### src/rtl/comp_move_gen_pkg.sv
// rtl/comp_move_gen_pkg.sv - shared encodings, line table, state enum and cell priority
// Purpose: constants shared by the move generator, its interface and line evaluator.
//   Cell indexes in the tables are 0-based (0..8 for board cells 1..9).
package comp_move_gen_pkg;

  localparam logic [1:0] EMPTY    = 2'b00;
  localparam logic [1:0] PLAYER   = 2'b01;
  localparam logic [1:0] COMPUTER = 2'b10;

  // Rows, then columns, then the two diagonals; scan order decides "first line".
  localparam logic [3:0] LINE_TBL [0:7][0:2] = '{
    '{4'd0, 4'd1, 4'd2},
    '{4'd3, 4'd4, 4'd5},
    '{4'd6, 4'd7, 4'd8},
    '{4'd0, 4'd3, 4'd6},
    '{4'd1, 4'd4, 4'd7},
    '{4'd2, 4'd5, 4'd8},
    '{4'd0, 4'd4, 4'd8},
    '{4'd2, 4'd4, 4'd6}
  };

  // Fallback order when no win/block exists: centre, corners, edges.
  localparam logic [3:0] PRIO_TBL [0:8] = '{
    4'd4, 4'd0, 4'd2, 4'd6, 4'd8, 4'd1, 4'd3, 4'd5, 4'd7
  };

  typedef enum logic [2:0] {
    IDLE,
    SCAN,
    SELECT,
    ISSUE,
    WAIT_LOW
  } state_e;

endpackage

### src/rtl/comp_move_gen_if.sv
// rtl/comp_move_gen_if.sv - request/response bundle between game controller and move generator
// Ports: board[17:0], req, game_over (controller -> generator);
//        computer[3:0], comp, busy, no_move (generator -> controller).
interface comp_move_gen_if;
  logic [17:0] board;
  logic        req;
  logic        game_over;
  logic [3:0]  computer;
  logic        comp;
  logic        busy;
  logic        no_move;

  modport master (
    output board, req, game_over,
    input  computer, comp, busy, no_move
  );

  modport slave (
    input  board, req, game_over,
    output computer, comp, busy, no_move
  );
endinterface

### src/rtl/comp_move_gen_line_eval.sv
// rtl/comp_move_gen_line_eval.sv - classifies one three-cell line
// Ports: cell_a/b/c[1:0] in; two_comp, two_player, empty_pos[1:0] out.
//   empty_pos is only meaningful when two_comp or two_player is set.
module line_eval
  import comp_move_gen_pkg::*;
(
  input  logic [1:0] cell_a,
  input  logic [1:0] cell_b,
  input  logic [1:0] cell_c,
  output logic       two_comp,
  output logic       two_player,
  output logic [1:0] empty_pos
);

  logic ea, eb, ec;

  assign ea = (cell_a == EMPTY);
  assign eb = (cell_b == EMPTY);
  assign ec = (cell_c == EMPTY);

  assign two_comp = (ec && cell_a == COMPUTER && cell_b == COMPUTER) ||
                    (eb && cell_a == COMPUTER && cell_c == COMPUTER) ||
                    (ea && cell_b == COMPUTER && cell_c == COMPUTER);

  assign two_player = (ec && cell_a == PLAYER && cell_b == PLAYER) ||
                      (eb && cell_a == PLAYER && cell_c == PLAYER) ||
                      (ea && cell_b == PLAYER && cell_c == PLAYER);

  assign empty_pos = ea ? 2'd0 : (eb ? 2'd1 : 2'd2);

endmodule

### src/rtl/comp_move_gen.sv
// rtl/comp_move_gen.sv - tic-tac-toe computer move generator
// Ports: clock, reset_n (async, active-low); bus (slave modport): board, req,
//   game_over in; computer (0-based cell), comp strobe, busy, no_move pulse out.
// One request: snapshot board, scan 8 lines (one per cycle), select, strobe.
module comp_move_gen
  import comp_move_gen_pkg::*;
(
  input logic            clock,
  input logic            reset_n,
  comp_move_gen_if.slave bus
);

  state_e      state_q, state_d;
  logic [17:0] snap_q, snap_d;
  logic [2:0]  idx_q, idx_d;
  logic        win_found_q, win_found_d;
  logic        blk_found_q, blk_found_d;
  logic [3:0]  win_cell_q, win_cell_d;
  logic [3:0]  blk_cell_q, blk_cell_d;
  logic [3:0]  computer_q, computer_d;
  logic        comp_q, comp_d;
  logic        no_move_q, no_move_d;

  logic [1:0]  cells [0:8];
  logic [3:0]  line_cells [0:2];
  logic        two_comp, two_player;
  logic [1:0]  empty_pos;
  logic [3:0]  empty_cell;
  logic        pick_valid;
  logic [3:0]  pick_cell;

  always_comb begin
    for (int i = 0; i < 9; i++) cells[i] = snap_q[2*i +: 2];
    for (int k = 0; k < 3; k++) line_cells[k] = LINE_TBL[idx_q][k];
  end

  line_eval u_line_eval (
    .cell_a     (cells[line_cells[0]]),
    .cell_b     (cells[line_cells[1]]),
    .cell_c     (cells[line_cells[2]]),
    .two_comp   (two_comp),
    .two_player (two_player),
    .empty_pos  (empty_pos)
  );

  always_comb begin
    case (empty_pos)
      2'd0:    empty_cell = line_cells[0];
      2'd1:    empty_cell = line_cells[1];
      default: empty_cell = line_cells[2];
    endcase
  end

  // Win/block cells came from empty snapshot cells, so they need no recheck.
  always_comb begin
    pick_valid = 1'b0;
    pick_cell  = 4'd0;
    if (win_found_q) begin
      pick_valid = 1'b1;
      pick_cell  = win_cell_q;
    end else if (blk_found_q) begin
      pick_valid = 1'b1;
      pick_cell  = blk_cell_q;
    end else begin
      for (int i = 0; i < 9; i++) begin
        if (!pick_valid && cells[PRIO_TBL[i]] == EMPTY) begin
          pick_valid = 1'b1;
          pick_cell  = PRIO_TBL[i];
        end
      end
    end
  end

  always_comb begin
    state_d     = state_q;
    snap_d      = snap_q;
    idx_d       = idx_q;
    win_found_d = win_found_q;
    blk_found_d = blk_found_q;
    win_cell_d  = win_cell_q;
    blk_cell_d  = blk_cell_q;
    computer_d  = computer_q;
    comp_d      = 1'b0;
    no_move_d   = 1'b0;
    case (state_q)
      IDLE: begin
        if (bus.req && !bus.game_over) begin
          snap_d      = bus.board;
          win_found_d = 1'b0;
          blk_found_d = 1'b0;
          idx_d       = 3'd0;
          state_d     = SCAN;
        end
      end
      SCAN: begin
        if (two_comp && !win_found_q) begin
          win_found_d = 1'b1;
          win_cell_d  = empty_cell;
        end
        if (two_player && !blk_found_q) begin
          blk_found_d = 1'b1;
          blk_cell_d  = empty_cell;
        end
        // Index parks at 7 rather than wrapping.
        if (idx_q == 3'd7) state_d = SELECT;
        else               idx_d   = idx_q + 3'd1;
      end
      SELECT: begin
        if (pick_valid) begin
          computer_d = pick_cell;
          comp_d     = 1'b1;
          state_d    = ISSUE;
        end else begin
          no_move_d = 1'b1;
          state_d   = WAIT_LOW;
        end
      end
      ISSUE: begin
        state_d = WAIT_LOW;
      end
      WAIT_LOW: begin
        if (!bus.req) state_d = IDLE;
      end
      default: state_d = IDLE;
    endcase
  end

  always_ff @(posedge clock or negedge reset_n) begin
    if (!reset_n) begin
      state_q     <= IDLE;
      snap_q      <= 18'd0;
      idx_q       <= 3'd0;
      win_found_q <= 1'b0;
      blk_found_q <= 1'b0;
      win_cell_q  <= 4'd0;
      blk_cell_q  <= 4'd0;
      computer_q  <= 4'd0;
      comp_q      <= 1'b0;
      no_move_q   <= 1'b0;
    end else begin
      state_q     <= state_d;
      snap_q      <= snap_d;
      idx_q       <= idx_d;
      win_found_q <= win_found_d;
      blk_found_q <= blk_found_d;
      win_cell_q  <= win_cell_d;
      blk_cell_q  <= blk_cell_d;
      computer_q  <= computer_d;
      comp_q      <= comp_d;
      no_move_q   <= no_move_d;
    end
  end

  assign bus.computer = computer_q;
  assign bus.comp     = comp_q;
  assign bus.no_move  = no_move_q;
  assign bus.busy     = (state_q != IDLE);

endmodule

### src/flat_wrapper.sv
// flat-port wrapper written by rule: the top's interface ports become plain ports
module comp_move_gen_flat import comp_move_gen_pkg::*;
  (clock, reset_n, bus_board, bus_req, bus_game_over, bus_computer, bus_comp, bus_busy, bus_no_move);
  comp_move_gen_if bus_i ();
  input logic clock;
  input logic reset_n;
  input wire logic [$bits(bus_i.board)-1:0] bus_board;
  input wire logic [$bits(bus_i.req)-1:0] bus_req;
  input wire logic [$bits(bus_i.game_over)-1:0] bus_game_over;
  output wire logic [$bits(bus_i.computer)-1:0] bus_computer;
  output wire logic [$bits(bus_i.comp)-1:0] bus_comp;
  output wire logic [$bits(bus_i.busy)-1:0] bus_busy;
  output wire logic [$bits(bus_i.no_move)-1:0] bus_no_move;
  assign bus_i.board = bus_board;
  assign bus_i.req = bus_req;
  assign bus_i.game_over = bus_game_over;
  assign bus_computer = bus_i.computer;
  assign bus_comp = bus_i.comp;
  assign bus_busy = bus_i.busy;
  assign bus_no_move = bus_i.no_move;
  comp_move_gen u_core (.clock(clock), .reset_n(reset_n), .bus(bus_i));
endmodule
### config.mk
export PLATFORM = sky130hd
export DESIGN_NAME = comp_move_gen_flat
export DESIGN_NICKNAME = d
export VERILOG_FILES = /design/src/rtl/comp_move_gen_pkg.sv /design/src/rtl/comp_move_gen_if.sv /design/src/rtl/comp_move_gen_line_eval.sv /design/src/rtl/comp_move_gen.sv /design/src/flat_wrapper.sv
export SDC_FILE = /design/constraint.sdc
export NUM_CORES = 1
export LEC_CHECK = 0
export CAP_MARGIN = 10
export CORE_ASPECT_RATIO = 1.2
export CORE_MARGIN = 4
export CORE_UTILIZATION = 55
export CTS_BUF_LIST = sky130_fd_sc_hd__clkbuf_8
export DETAILED_ROUTE_END_ITERATION = 10
export PLACE_DENSITY = 0.78
export SYNTH_ARGS = -nofsm -noshare
export SYNTH_HDL_FRONTEND = slang
export SYNTH_HIERARCHICAL = 1
export SYNTH_SLANG_ARGS = --single-unit
### constraint.sdc
create_clock -name clock -period 5.58 [get_ports clock]
set_input_delay 1.395 -clock clock [delete_from_list [all_inputs] [get_ports clock]]
set_output_delay 1.395 -clock clock [all_outputs]
set_load 0.01 [all_outputs]
==> flow_summary.yaml <==
clock_network:
  clk_latency_ps: 310
  cts_resized: 0
  path_clk_slew_ps: 80
  clock_path_buffers: 2
  root_buffer: "clkbuf_8"
  hold_buffers: 0
  numCtsBuffers: 5
  htreeDepth: 2
  cts_tree: "built"
  clkSinkCount: 40
  post_cts_buffers: 0
min_path:
  holdPathEnd: "u_core/bus.computer[0]$_DFFE_PN0P_"
  hold_depth: 1
  hp-start: "u_core/bus.computer[0]$_DFFE_PN0P_"
  hp-class: "reg2reg"
die:
  initial_utilization_pct: 58.1
  fp.dieH_um: 82.1
  num_io_pins: 29
  die_w_um: 69.7
  core_um2: 4330
  core.rowCount: 26
  dieArea_um2: 5720
placement:
  dpl_cell_area_um2: 2820
  place_congestion: 0.876
  post-place-ws_ps: 1790
  port_buffers: 28
  dp_cells: 350
  hpwl_um: 4250
synth:
  synth_mux_area_share_pct: 17.5
  synthSimpleGateAreaFrac_pct: 22.2
  ys_warn_count: 6
  async_flop_share_pct: 100
  synthDominantCellAreaShare_pct: 39.8
  synth.cell_area_um2: 2510
  synth_compound_area_share_pct: 12.9
  ys_top_cells_by_area: "dfrtp_1 40%, nand2_1 10%, mux4_2 5.4%"
  synth_top_family_by_area: "simple AND/OR/NAND/NOR gates"
  yosysUniqueCellTypes: 42
  ys_seq_area_share_pct: 39.8
  yosys.area.top_type: "dfrtp_1"
  synth_edf_count: 0
  synthCells: 277
  synth_fa_ha_area_share_pct: 2.49
  yosysMostFrequentCell: "nand2_1"
  ys.flop_type: "dfrtp_1"
  synth_area_per_cell_um2: 9.07
  synthXorXnorAreaFrac_pct: 1.05
  synth_commonest_cells: "67 x nand2_1, 40 x dfrtp_1, 22 x nor2_1, 17 x o21ai_0, 12 x a21oi_1"
  syn-num-nets: 304
  ys_ff_latch: 40
global_route:
  grt_max_degree: 41
  antenna_found_initial: 0
  overflow: 0
  first_global_vias: 2096
  grtUsageTotal_pct: 22.2
  grt_pass1_wl_um: 9890
drt:
  wl_um: 5840
  ant_nets: 0
  avgViaCountPerCell: 5.89
  firstDrtPassIters: 4
  vias: 2108
  drtIter0Drc: 193
  wl_per_cell_um: 16.3
  drc: 0
worst_setup_path:
  criticalPathCategory: "reg2reg"
  reg2reg_slack_ps: 1760
  required_ps: 5780
  cp_data_arrival_time_ps: 4020
  reg2reg_from: "u_core/idx_q[0]$_DFFE_PN0P_"
  crit_fanout: 11
  r2r_end: "u_core/win_cell_q[0]$_DFFE_PN0P_"
  r2r.worst_path.cells: 13
  worst_setup_path_start_kind: "flip-flop"
  end_kind: "flip-flop"
sta:
  worstMarginPinSlew_ps: 879
  fin_crit_sh_pct: 68.5
  fmax_mhz: 262
  finalSetupTns_ps: 0
  drv_slew: 0
  hold_viol: 0
  skew_ps: 6.27
  setup_ws_ps: 1760
  relSlewSlack_pct: 41.4
  finalSetupViolations: 0
  rsz0062_at_grt: "no"
  fin_crit_ps: 3820
power:
  netSwitchingFraction_pct: 46.5
  peakVddDrop_mv: 0.365
  power.density_nw_per_um2: 724
  p_sw_mw: 0.986
  power.leakage_nw: 1.32
  clock_power_share_pct: 11.7
  seq_power_share_pct: 28.4
  pwr-share-comb_pct: 59.8
  internal_power_mw: 1.14
final_layout:
  layout-drive-gt1-share_pct: 11.6
  fin_cells: 358
  area_delta_synth_final_pct: 16.6
  antenna_cells: 0
  nets: 328
  fin_area_um2: 2930
status:
  status: "finished clean"
run:
  cap_viol_max_count: 0
-- registers in the layout, summed over array words and instances (netlist names), 3 cells and up --
register	flops
u_core/bus.computer	4
u_core/snap_q	18
u_core/state_q	3
u_core/win_cell_q	4
u_core/blk_cell_q	4
u_core/idx_q	3
-- worst max path at each step --
stage                                      startpoint                          endpoint  slack (ps)  cells after the start
after detailed placement  u_core/idx_q[0]$_DFFE_PN0P_  u_core/blk_cell_q[0]$_DFFE_PN0P_        1790                     13
after global routing      u_core/idx_q[0]$_DFFE_PN0P_  u_core/win_cell_q[0]$_DFFE_PN0P_        1490                     13
final                     u_core/idx_q[0]$_DFFE_PN0P_  u_core/win_cell_q[0]$_DFFE_PN0P_        1760                     13
after floorplan           u_core/idx_q[0]$_DFFE_PN0P_  u_core/blk_cell_q[0]$_DFFE_PN0P_        2190                     12
after CTS                 u_core/idx_q[0]$_DFFE_PN0P_  u_core/win_cell_q[0]$_DFFE_PN0P_        1770                     13
after global placement    u_core/idx_q[0]$_DFFE_PN0P_  u_core/win_cell_q[0]$_DFFE_PN0P_        1870                     13
-- worst max-delay path: stages, from the launching register on --
cell and delay, ps:
dfrtp_1 550, inv_1 130, ha_1 500, mux2i_4 440
mux2i_1 150, mux4_2 490, inv_1 140, nor2_1 70
nor3_1 400, nand2b_1 200, xnor2_1 160, nor2_1 100
a21oi_1 70, mux2_2 310
-- power by group through the flow --
stage / clock, mW / combinational (mW) / sequential [mW]
2_1_floorplan: 0 / 1.05 / 0.520
3_3_place_gp: 0 / 1.22 / 0.598
3_5_place_dp: 0 / 1.26 / 0.603
4_1_cts: 0.251 / 1.27 / 0.597
5_1_grt: 0.267 / 1.40 / 0.623
6_report: 0.249 / 1.27 / 0.603
-- through the flow --
| stage | total power, mW | util, % | hold slack, ps |
|---|---|---|---|
| floorplan | 1.57 | - | 450 |
| global placement | 1.82 | 65.1 | 477 |
| detailed placement | 1.86 | 65.1 | 486 |
| CTS | 2.11 | 67.8 | 505 |
| global route | 2.29 | 67.8 | 534 |
| finish | 2.12 | 67.8 | 500 |
-- area by class of cell --
type,count,area (um2)
Multi-Input combinational cell,214,1420
Timing Repair Buffer,29,283
Fill cell,367,1400
Clock buffer,5,68.8
Tap cell,56,70.1
Sequential cell,40,1000
Clock inverter,3,47.5
Inverter,11,43.8
-- cell usage in the layout (no fill, tap or decap), drive strengths merged --
cell / count
nand2: 67
dfrtp: 40
clkdlybuf4s50: 27
nor2: 23
o21ai: 17
a21oi: 12
mux2i: 12
inv: 11
mux2: 10
nand2b: 8
mux4: 8
nand3: 7
or3: 6
nor3: 6
clkbuf: 5
o22ai: 5
ha: 5
nand3b: 3
a221oi: 3
o31ai: 3
xnor2: 3
clkinv: 2
a22oi: 2
o211ai: 2
a211oi: 2
buf: 2
or2: 2
bufinv: 1
or4: 1
and2: 1
a32oi: 1
o21a: 1
nor4: 1
o32ai: 1
o221ai: 1
a32o: 1
-- metal layers --
| metal | wire length (um) | track usage, % | up-vias |
|---|---|---|---|
| li1 | - | - | 1014 |
| met1 | 2370 | 25.6 | 1011 |
| met2 | 3010 | 39.3 | 71 |
| met3 | 321 | 4.53 | 12 |
| met4 | 133 | 12.1 | 0 |
| met5 | 0 | 0 | - |
-- logic make-up (layout without fill, tap and decap cells) --
kind of cell / Yosys count / in the layout
and+or+nand+nor: 125 / 125
AOI/OAI and AO/OA: 51 / 51
DFF: 40 / 40
muxes: 30 / 30
buffers and inverters: 23 / 48
adders and majority gates: 5 / 5
xor gates and xnor gates: 3 / 3
No activity file was read; power rests on OpenSTA's default activity.
